==> src/rtl/eth_rxmii_deframer_if.sv <==
// Bundles the PHY-side MII receive signals, frame limits and the byte/status
// outputs of eth_rxmii_deframer. The master side drives the PHY stream; the deframer is the slave.
interface eth_rxmii_deframer_if;
  logic        MRxDV;
  logic [3:0]  MRxD;
  logic        MRxErr;
  logic [15:0] MinFL;
  logic [15:0] MaxFL;
  logic        HugEn;
  logic [7:0]  RxData;
  logic        RxValid;
  logic        RxStartFrm;
  logic        RxEndFrm;
  logic [15:0] ByteCnt;
  logic        CrcError;
  logic        LengthError;
  logic        DribbleNibble;
  logic        RxErrSeen;
  logic        Busy;

  modport master (
    output MRxDV, MRxD, MRxErr, MinFL, MaxFL, HugEn,
    input  RxData, RxValid, RxStartFrm, RxEndFrm, ByteCnt,
           CrcError, LengthError, DribbleNibble, RxErrSeen, Busy
  );

  modport slave (
    input  MRxDV, MRxD, MRxErr, MinFL, MaxFL, HugEn,
    output RxData, RxValid, RxStartFrm, RxEndFrm, ByteCnt,
           CrcError, LengthError, DribbleNibble, RxErrSeen, Busy
  );
endinterface

==> src/rtl/eth_rxmii_deframer.sv <==
// Receive MII deframer: strips preamble/SFD, assembles bytes, reports per-frame status.
// Define ETH_RX_CRC_CHECK_EN to build the FCS checker; otherwise CrcError is tied low.
module eth_rxmii_deframer #(
  parameter int unsigned MIN_PRE_NIB = 2,
  parameter logic [31:0] CRC_RESIDUE = 32'hC704DD7B
) (
  input logic MRxClk,
  input logic Reset,
  eth_rxmii_deframer_if.slave bus
);

  typedef enum logic [2:0] {IDLE, PREAMBLE, DATA_LO, DATA_HI, DROP} state_t;

  localparam logic [3:0] MIN_PRE = 4'(MIN_PRE_NIB);

  state_t      state;
  logic [3:0]  pre_cnt;
  logic [3:0]  low_nib;
  logic        frame_flag;
  logic        start_pending;
  logic [7:0]  rx_data;
  logic        rx_valid;
  logic        start_frm;
  logic        end_frm;
  logic [15:0] byte_cnt;
  logic        length_error;
  logic        dribble;
  logic        err_seen;
  logic        crc_error;
  logic        sfd_ok;
  logic        trunc;

  assign sfd_ok = (bus.MRxD == 4'hD) && (pre_cnt >= MIN_PRE);
  assign trunc  = !bus.HugEn && (byte_cnt >= bus.MaxFL);

  // Main deframing FSM; strobes default low and are raised for a single cycle.
  always_ff @(posedge MRxClk or negedge Reset) begin
    if (!Reset) begin
      state         <= IDLE;
      pre_cnt       <= 4'd0;
      low_nib       <= 4'd0;
      frame_flag    <= 1'b0;
      start_pending <= 1'b0;
      rx_data       <= 8'd0;
      rx_valid      <= 1'b0;
      start_frm     <= 1'b0;
      end_frm       <= 1'b0;
      byte_cnt      <= 16'd0;
      length_error  <= 1'b0;
      dribble       <= 1'b0;
      err_seen      <= 1'b0;
    end else begin
      rx_valid  <= 1'b0;
      start_frm <= 1'b0;
      end_frm   <= 1'b0;
      case (state)
        IDLE: begin
          if (bus.MRxDV) begin
            if (bus.MRxD == 4'h5) begin
              state   <= PREAMBLE;
              pre_cnt <= 4'd1;
            end else begin
              state      <= DROP;
              frame_flag <= 1'b0;
            end
          end
        end
        PREAMBLE: begin
          if (!bus.MRxDV) begin
            state <= IDLE;
          end else if (bus.MRxD == 4'h5) begin
            if (pre_cnt != 4'hF) pre_cnt <= pre_cnt + 4'd1;
          end else if (sfd_ok) begin
            state         <= DATA_LO;
            byte_cnt      <= 16'd0;
            length_error  <= 1'b0;
            dribble       <= 1'b0;
            err_seen      <= 1'b0;
            start_pending <= 1'b1;
          end else begin
            state      <= DROP;
            frame_flag <= 1'b0;
          end
        end
        DATA_LO: begin
          if (bus.MRxDV) begin
            low_nib <= bus.MRxD;
            if (bus.MRxErr) err_seen <= 1'b1;
            state <= DATA_HI;
          end else begin
            end_frm      <= 1'b1;
            length_error <= length_error | (byte_cnt < bus.MinFL);
            state        <= IDLE;
          end
        end
        DATA_HI: begin
          if (bus.MRxDV) begin
            if (bus.MRxErr) err_seen <= 1'b1;
            // An over-length byte is swallowed and the rest of the frame discarded.
            if (trunc) begin
              length_error <= 1'b1;
              frame_flag   <= 1'b1;
              state        <= DROP;
            end else begin
              rx_data       <= {bus.MRxD, low_nib};
              rx_valid      <= 1'b1;
              start_frm     <= start_pending;
              start_pending <= 1'b0;
              if (byte_cnt != 16'hFFFF) byte_cnt <= byte_cnt + 16'd1;
              state <= DATA_LO;
            end
          end else begin
            end_frm      <= 1'b1;
            dribble      <= 1'b1;
            length_error <= length_error | (byte_cnt < bus.MinFL);
            state        <= IDLE;
          end
        end
        DROP: begin
          if (!bus.MRxDV) begin
            end_frm    <= frame_flag;
            frame_flag <= 1'b0;
            state      <= IDLE;
          end
        end
        default: state <= IDLE;
      endcase
    end
  end

`ifdef ETH_RX_CRC_CHECK_EN
  function automatic logic [31:0] crc_nibble(input logic [31:0] c, input logic [3:0] d);
    logic [31:0] r;
    r = c;
    for (int i = 0; i < 4; i++) begin
      if (r[31] ^ d[i]) r = {r[30:0], 1'b0} ^ 32'h04C11DB7;
      else              r = {r[30:0], 1'b0};
    end
    return r;
  endfunction

  logic [31:0] crc;

  // CRC advances a whole byte at a time so a trailing dribble nibble never enters it.
  always_ff @(posedge MRxClk or negedge Reset) begin
    if (!Reset) begin
      crc       <= 32'hFFFFFFFF;
      crc_error <= 1'b0;
    end else begin
      case (state)
        PREAMBLE: begin
          if (bus.MRxDV && sfd_ok) begin
            crc       <= 32'hFFFFFFFF;
            crc_error <= 1'b0;
          end
        end
        DATA_LO: begin
          if (!bus.MRxDV) crc_error <= (crc != CRC_RESIDUE);
        end
        DATA_HI: begin
          if (bus.MRxDV) begin
            if (!trunc) crc <= crc_nibble(crc_nibble(crc, low_nib), bus.MRxD);
          end else begin
            crc_error <= (crc != CRC_RESIDUE);
          end
        end
        default: ;
      endcase
    end
  end
`else
  assign crc_error = 1'b0;
`endif

  assign bus.RxData        = rx_data;
  assign bus.RxValid       = rx_valid;
  assign bus.RxStartFrm    = start_frm;
  assign bus.RxEndFrm      = end_frm;
  assign bus.ByteCnt       = byte_cnt;
  assign bus.CrcError      = crc_error;
  assign bus.LengthError   = length_error;
  assign bus.DribbleNibble = dribble;
  assign bus.RxErrSeen     = err_seen;
  assign bus.Busy          = (state != IDLE);

endmodule

==> src/flat_wrapper.sv <==
// flat-port wrapper written by rule: the top's interface ports become plain ports
module eth_rxmii_deframer_flat 
#(
  parameter int unsigned MIN_PRE_NIB = 2,
  parameter logic [31:0] CRC_RESIDUE = 32'hC704DD7B
)
  (MRxClk, Reset, bus_MRxDV, bus_MRxD, bus_MRxErr, bus_MinFL, bus_MaxFL, bus_HugEn, bus_RxData, bus_RxValid, bus_RxStartFrm, bus_RxEndFrm, bus_ByteCnt, bus_CrcError, bus_LengthError, bus_DribbleNibble, bus_RxErrSeen, bus_Busy);
  eth_rxmii_deframer_if bus_i ();
  input logic MRxClk;
  input logic Reset;
  input wire logic [$bits(bus_i.MRxDV)-1:0] bus_MRxDV;
  input wire logic [$bits(bus_i.MRxD)-1:0] bus_MRxD;
  input wire logic [$bits(bus_i.MRxErr)-1:0] bus_MRxErr;
  input wire logic [$bits(bus_i.MinFL)-1:0] bus_MinFL;
  input wire logic [$bits(bus_i.MaxFL)-1:0] bus_MaxFL;
  input wire logic [$bits(bus_i.HugEn)-1:0] bus_HugEn;
  output wire logic [$bits(bus_i.RxData)-1:0] bus_RxData;
  output wire logic [$bits(bus_i.RxValid)-1:0] bus_RxValid;
  output wire logic [$bits(bus_i.RxStartFrm)-1:0] bus_RxStartFrm;
  output wire logic [$bits(bus_i.RxEndFrm)-1:0] bus_RxEndFrm;
  output wire logic [$bits(bus_i.ByteCnt)-1:0] bus_ByteCnt;
  output wire logic [$bits(bus_i.CrcError)-1:0] bus_CrcError;
  output wire logic [$bits(bus_i.LengthError)-1:0] bus_LengthError;
  output wire logic [$bits(bus_i.DribbleNibble)-1:0] bus_DribbleNibble;
  output wire logic [$bits(bus_i.RxErrSeen)-1:0] bus_RxErrSeen;
  output wire logic [$bits(bus_i.Busy)-1:0] bus_Busy;
  assign bus_i.MRxDV = bus_MRxDV;
  assign bus_i.MRxD = bus_MRxD;
  assign bus_i.MRxErr = bus_MRxErr;
  assign bus_i.MinFL = bus_MinFL;
  assign bus_i.MaxFL = bus_MaxFL;
  assign bus_i.HugEn = bus_HugEn;
  assign bus_RxData = bus_i.RxData;
  assign bus_RxValid = bus_i.RxValid;
  assign bus_RxStartFrm = bus_i.RxStartFrm;
  assign bus_RxEndFrm = bus_i.RxEndFrm;
  assign bus_ByteCnt = bus_i.ByteCnt;
  assign bus_CrcError = bus_i.CrcError;
  assign bus_LengthError = bus_i.LengthError;
  assign bus_DribbleNibble = bus_i.DribbleNibble;
  assign bus_RxErrSeen = bus_i.RxErrSeen;
  assign bus_Busy = bus_i.Busy;
  eth_rxmii_deframer #(.MIN_PRE_NIB(MIN_PRE_NIB), .CRC_RESIDUE(CRC_RESIDUE)) u_core (.MRxClk(MRxClk), .Reset(Reset), .bus(bus_i));
endmodule
==> config.mk <==
export PLATFORM = sky130hd
export DESIGN_NAME = eth_rxmii_deframer_flat
export DESIGN_NICKNAME = d
export VERILOG_FILES = /design/src/rtl/eth_rxmii_deframer_if.sv /design/src/rtl/eth_rxmii_deframer.sv /design/src/flat_wrapper.sv
export SDC_FILE = /design/constraint.sdc
export NUM_CORES = 1
export LEC_CHECK = 0
export ABC_AREA = 1
export CAP_MARGIN = 20
export CORE_ASPECT_RATIO = 0.9
export CORE_MARGIN = 4
export CORE_UTILIZATION = 46
export DETAILED_ROUTE_END_ITERATION = 12
export PLACE_DENSITY_LB_ADDON = 0.2
export SKIP_LAST_GASP = 1
export SYNTH_ARGS = -nofsm -noshare
export SYNTH_HDL_FRONTEND = slang
export SYNTH_SLANG_ARGS = --single-unit
==> constraint.sdc <==
create_clock -name MRxClk -period 1.8 [get_ports MRxClk]
set_input_delay 0.27 -clock MRxClk [delete_from_list [all_inputs] [get_ports MRxClk]]
set_output_delay 0.27 -clock MRxClk [all_outputs]
set_load 0.01 [all_outputs]
### Word-level counts from Yosys, hierarchy flattened

Index checks and enable logic that the tools add are counted.

| word-level totals | value |
|---|---|
| word-level logic and storage cells | 127 |
| register bits after elaboration | 43 |
| output and inout bits | 32 |

| cells by class | value |
|---|---|
| reductions and logical operators | 21 |
| bitwise operators | 2 |
| equality and inequality tests | 28 |
| multiplexer cells | 58 |
| magnitude comparators | 3 |
| add/subtract/negate cells | 2 |

Operator list:

| operator | count |
|---|---|
| $mux 16 | 6 |
| $pmux 16 s2 | 1 |
| $mux 1 | 29 |
| $mux 3 | 8 |
| $reduce_and 6->1 | 4 |
| $mux 4 | 5 |
| $ne 2x2->1 const B | 10 |
| $add 16x1->16 const B | 1 |
| $ge 16x16->1 | 1 |
| $lt 16x16->1 | 1 |
| $ne 16x16->1 const B | 1 |
| $ne 2x1->1 const B | 8 |
| $pmux 3 s5 | 1 |
| $reduce_and 9->1 | 1 |
| $pmux 1 s2 | 4 |
| $pmux 4 s2 | 1 |
| $reduce_and 7->1 | 1 |
| $eq 3x2->1 const B | 2 |
| $reduce_and 3->1 | 2 |
| $reduce_bool 2->1 | 3 |
| $reduce_bool 3->1 | 2 |
| $reduce_and 5->1 | 1 |
| $add 4x1->4 const B | 1 |
| $eq 4x3->1 const B | 1 |
| other kinds (18) | 19 |

### Depth between registers and ports, before layout

| logic depth | value |
|---|---|
| depth after elaboration | 6 |
| depth in mapped cells | 17 |
| gate-level depth less buffers | 17 |

### Worst setup path before layout

Ideal clock, no wire load.

| timing | value |
|---|---|
| kind | register to register |
| from | register u_core.byte_cnt[11], in the netlist u_core.bus.ByteCnt[11] |
| to | register u_core.state[1] |
| stages on the path, launching flop included | 11 |
| period minus slack after synthesis | 1.881 ns |
| required time | 1.647 ns |
| arrival | 1.729 ns |
| path slack | -0.081 ns |
| path through | dfrtp_1 -> ha_1 -> nand2_1 -> o21bai_1 -> a21oi_1 -> nor2_1 -> nand2_1 -> nand2_1 -> nand2_2 -> buf_2 -> o311ai_0 |

| between the ends | value |
|---|---|
| cells in the longest elaborated chain, start to end | 5 |

RTL lines:

| element | RTL line | source |
|---|---|---|
| from (decl) | eth_rxmii_deframer.sv:25 | `logic [15:0] byte_cnt;` |
| from (signal assigned) | eth_rxmii_deframer.sv:109 | `if (byte_cnt != 16'hFFFF) byte_cnt <= byte_cnt + 16'd1;` |
| $ge 16x16->1 | eth_rxmii_deframer.sv:34 | `assign trunc = !bus.HugEn && (byte_cnt >= bus.MaxFL);` |
| $logic_and 1x1->1 | eth_rxmii_deframer.sv:34 |  |
| $mux 3 | eth_rxmii_deframer.sv:100 | `if (trunc) begin` |
| $mux 3 | eth_rxmii_deframer.sv:97 | `if (bus.MRxDV) begin` |
| $pmux 3 s5 | eth_rxmii_deframer.sv:56 | `case (state)` |
| to (signal assigned) | eth_rxmii_deframer.sv:39 | `state <= IDLE;` |
| to (signal assigned) | eth_rxmii_deframer.sv:60 | `state <= PREAMBLE;` |
| to (signal assigned) | eth_rxmii_deframer.sv:103 | `state <= DROP;` |
| to (decl) | eth_rxmii_deframer.sv:16 | `state_t state;` |

Every way passes these cells.
A chain may end at the register's enable or synchronous reset.

### Final worst setup path

| timing | value |
|---|---|
| from | register u_core.byte_cnt[1], in the netlist u_core.bus.ByteCnt[1] |
| to | register u_core.byte_cnt[14], in the netlist u_core.bus.ByteCnt[14] |

| between the ends | value |
|---|---|
| cells in the longest elaborated chain, start to end | 5 |
| elaborated cells between the ends (all ways) | 11 |
| those cells by class | add/sub (1); order compare (1); eq/ne (3); mux (4); reduce/logical (2) |

RTL lines:

| element | RTL line |
|---|---|
| $add 16x1->16 | eth_rxmii_deframer.sv:109 |
| $mux 16 | eth_rxmii_deframer.sv:109 |
| $mux 16 | eth_rxmii_deframer.sv:100 |
| $mux 16 | eth_rxmii_deframer.sv:97 |
| $pmux 16 s2 | eth_rxmii_deframer.sv:56 |

Several ways; a longest one is shown, not always the timed one. The select of a mux whose other input is x is not followed.

==> metrics.md <==
| Metric | Value |
|---|---|
| Status | `finished, violations left` |
| Failing checks | `negative setup slack` |
| Setup violations, final | `22` |
| Vias in the first global route | `~3,400` |
| Clk network pwr share | `roughly a quarter` |
| Core area | `approximately 6700 um^2` |
| DRT iter0 DRCs | `162` |
| Primary FF master, synth | `dfrtp_1` |
| Starting Density | `48.4%` |
| Area leader, netlist | `dfrtp_1` |
| Synth top area cells | `dfrtp_1 33%, nand2_1 14%, ha_1 13%, inv_1 8.1%, nor2_1 4.5%` |
| Setup crit end kind | `flop` |
| Critical R2R Capture | `u_core.bus.ByteCnt[14]` |
| Post-Place Worst Slack | `-0.481 ns` |
| Simple-Gate Fraction of Synth Area | `around 29%` |
| Synth Net Count | `approximately 520` |
| Die area | `around 8500 um^2` |
| Vias | `3,391` |
| NumNets Final | `652` |
| Maximum Capacitance Violations | `0` |
| Die Ht | `roughly 88 um` |
| Total power divided by cell area | `542 nW/um^2` |
| Final worst slack | `-0.105 ns` |
| Proportion of synthesized area in mux cells | `less than 1%` |
| Clk root buf | `clkbuf_8` |
| Post-Synthesis Mean Instance Area | `around 7.3 um^2` |
| Final period util | `106%` |
| Hold Path Class | `input pin to async pin` |
| CP max-delay cell | `dfrtp_2` |
| HPWL Detailed | `approximately 6900 um` |
| Unique masters post-synth | `slightly above 40` |
| Hold Fails Final Rpt | `0` |
| Main combinational cell family by area after synthesis | `simple AND/OR/NAND/NOR gates` |
| Async SR Flop Fraction | `100%` |
| Worst path bufs/invs | `3` |
| Worst path top cell family by delay | `simple AND/OR/NAND/NOR gates` |
| Clock Tree Buf Depth | `2` |
| Share of total power in combinational logic | `between 30% and 40%` |
| Seq pwr share | `42.9%` |
| Share of the synthesized area in the top cell type | `between 30% and 40%` |
| Pleak | `~0.0024 uW` |
| Setup CP Type | `flop to flop` |
| Critical path startpoint category | `flop` |
| Cell row count | `28` |
| Number of synthesized register bits | `43` |
| Top-count cell post-synth | `nand2_1` |
| Post-Synth XOR/XNOR Area | `~2.7%` |
| CTS buffer count | `5` |
| Num ports | `between 70 and 80` |
| H-tree Lvls | `2` |
| Cell-internal power | `1750 uW` |
| Die X-Extent | `96.7 um` |
| WP data required | `~2.0 ns` |
| Worst R2R Start | `u_core.bus.ByteCnt[1]` |
| Switching Fraction | `between 30% and 40%` |
| Cell count after synthesis | `between 400 and 500` |
| Slowest stage delay, CP | `around 0.45 ns` |
| R2r setup slk | `-0.10 ns` |
| WHS | `0.455 ns` |
| R2R depth | `13` |
| Setup TNS | `-1.16 ns` |
| Synth top cells by count | `125 x nand2_1, 70 x inv_1, 43 x dfrtp_1` |
| Mapped Area | `3260 um^2` |
| WL final | `around 9300 um` |
| Layout cells sized above 1 | `24.7%` |
| DRT Pass-1 Iters | `4` |
| Drt drc | `0` |
| CTS tree | `done` |
| Sink Count | `between 40 and 50` |
| Max Clk Rate | `roughly 0.53 GHz` |
| Final Util | `72.5%` |
| Post-synth EDFFs | `0` |
| Initial antenna violation count | `0` |
| Cells along the critical path | `buf_6, ha_4, nand3_4, nor2_4, nand2_2, clkinv_2, nand4_1, o21ai_1, nor2_2, nand2_8, buf_6, nand2_1, nand2_1` |
| First-pass GRT wire length | `15,500 um` |
| Total GRT Usage | `22.2%` |
| Unrepaired setup endpoints after global routing | `true` |
| Adder-cell share of the synthesized area | `a little over an eighth` |
| Count of input and output buffers | `between 70 and 80` |
| Maximum vdd drop | `~0.37 mV` |
| Crit path DAT | `approximately 2.1 ns` |
| Drt wl/cell | `~14 um` |
| Switch Pwr | `between 800 and 900 uW` |
| Reg clk slew, reported paths | `0.10 ns` |
| Skew final | `~0.0095 ns` |
| Final Critical Period | `approximately 1.9 ns` |
| Fillcell total | `about 530` |
| Worst-path maximum fanout | `7` |
| Routed Antenna Nets | `0` |
| Clk_lat worst skew | `between 0.3 and 0.4 ns` |
| Placer Congestion | `between 0.9 and 1` |
| Syn. warnings | `0` |
| Slew Viols, Final | `0` |
| Largest net degree at the start of global routing | `25` |
| Seq/Total Area, Yosys | `between 30% and 40%` |
| Layout area overhead | `49.8%` |
| Synth Area in Compound Gates | `10.6%` |
| # diodes | `0` |
| Via density | `slightly above 5` |
| Remaining Overflow, GRT | `0` |
-- timing repair --
action,in CTS,in global routing
gates cloned,1,0
endpoints found under the setup margin,31,36
pin swaps,17,20
hold buffers,1,0
setup buffers,8,0
gates resized for setup,41,32
endpoints found under the hold margin,43,0
-- power groups by stage --
stage / Sequential [uW] / Clock (uW) / Combinational, uW
3_5_place_dp: 1140 / 0 / 813
6_report: 1140 / 647 / 864
3_3_place_gp: 1140 / 0 / 771
4_1_cts: 1130 / 658 / 833
5_1_grt: 1150 / 694 / 975
2_1_floorplan: 1180 / 0 / 374
-- tightest hold or removal path, cell delays in order --
cell and delay (ns):
dlygate4sd3_1 0.51, buf_2 0.11, buf_4 0.25
-- registers in the layout (all words and copies together), names as in the netlist, 3 cells and up --
register / count
u_core.bus.ByteCnt: 16
u_core.bus.RxData: 8
u_core.low_nib: 4
u_core.pre_cnt: 4
u_core.state: 3
-- how the worst max path moves through the flow --
| stage | from | end | depth (start not counted) |
|---|---|---|---|
| 3_5_place_dp | bus_MaxFL[1] | u_core.bus.RxData[7] | 16 |
| 6_report | u_core.bus.ByteCnt[1] | u_core.bus.ByteCnt[14] | 13 |
| 5_1_grt | u_core.bus.ByteCnt[1] | u_core.bus.LengthError | 16 |
| 3_3_place_gp | bus_MaxFL[1] | u_core.bus.RxData[7] | 16 |
| 4_1_cts | u_core.bus.ByteCnt[1] | u_core.bus.ByteCnt[2] | 13 |
| 2_1_floorplan | u_core.bus.ByteCnt[11] | u_core.bus.ByteCnt[3] | 11 |
-- layout by cell type (no fill, tap or decap), types with 9 or more instances in the layout --
master	instances
buf_4	53
ha_1	26
inv_1	66
nand2_2	13
o21ai_2	9
nand2_1	105
o21ai_0	13
clkdlybuf4s50_1	65
nand3_1	20
nor2_1	35
a21oi_1	16
nand4_1	10
dfrtp_1	36
-- layer usage --
layer / global-route usage (%) / share of wire (%) / up-vias
met2: 38.1 / 48 / 99
met3: 4.14 / 5.5 / 17
li1: - / - / 1699
met1: 29.0 / 45 / 1576
met5: 0 / 0 / -
met4: 6.12 / 1.8 / 0
-- area by class of cell --
type	instances	area [um^2]	share of cell area (%)
Tap cell	90	113	2.31
Timing Repair Buffer	133	1230	25.1
Clock buffer	5	68.8	1.41
Clock inverter	3	23.8	0.487
Sequential cell	43	1080	22.2
Multi-Input combinational cell	320	2080	42.7
Inverter	74	282	5.77
-- logic make-up (layout without fill, tap and decap cells) --
kind of cell | Yosys count | after routing
fa+ha+maj | 34 | 34
flops | 43 | 43
xor+xnor | 10 | 10
buf+inv | 83 | 215
other cells | 1 | 1
mux | 1 | 1
compound gates | 56 | 56
simple gates | 218 | 218
-- through the flow --
stage,total power [uW],instances,instance area [um^2]
floorplan,1550,446,3270
global route,2820,668,4880
CTS,2620,668,4740
detailed placement,1960,650,4410
finish,2650,668,4880
global placement,1910,650,4410
(Power assumes the default switching activity.)
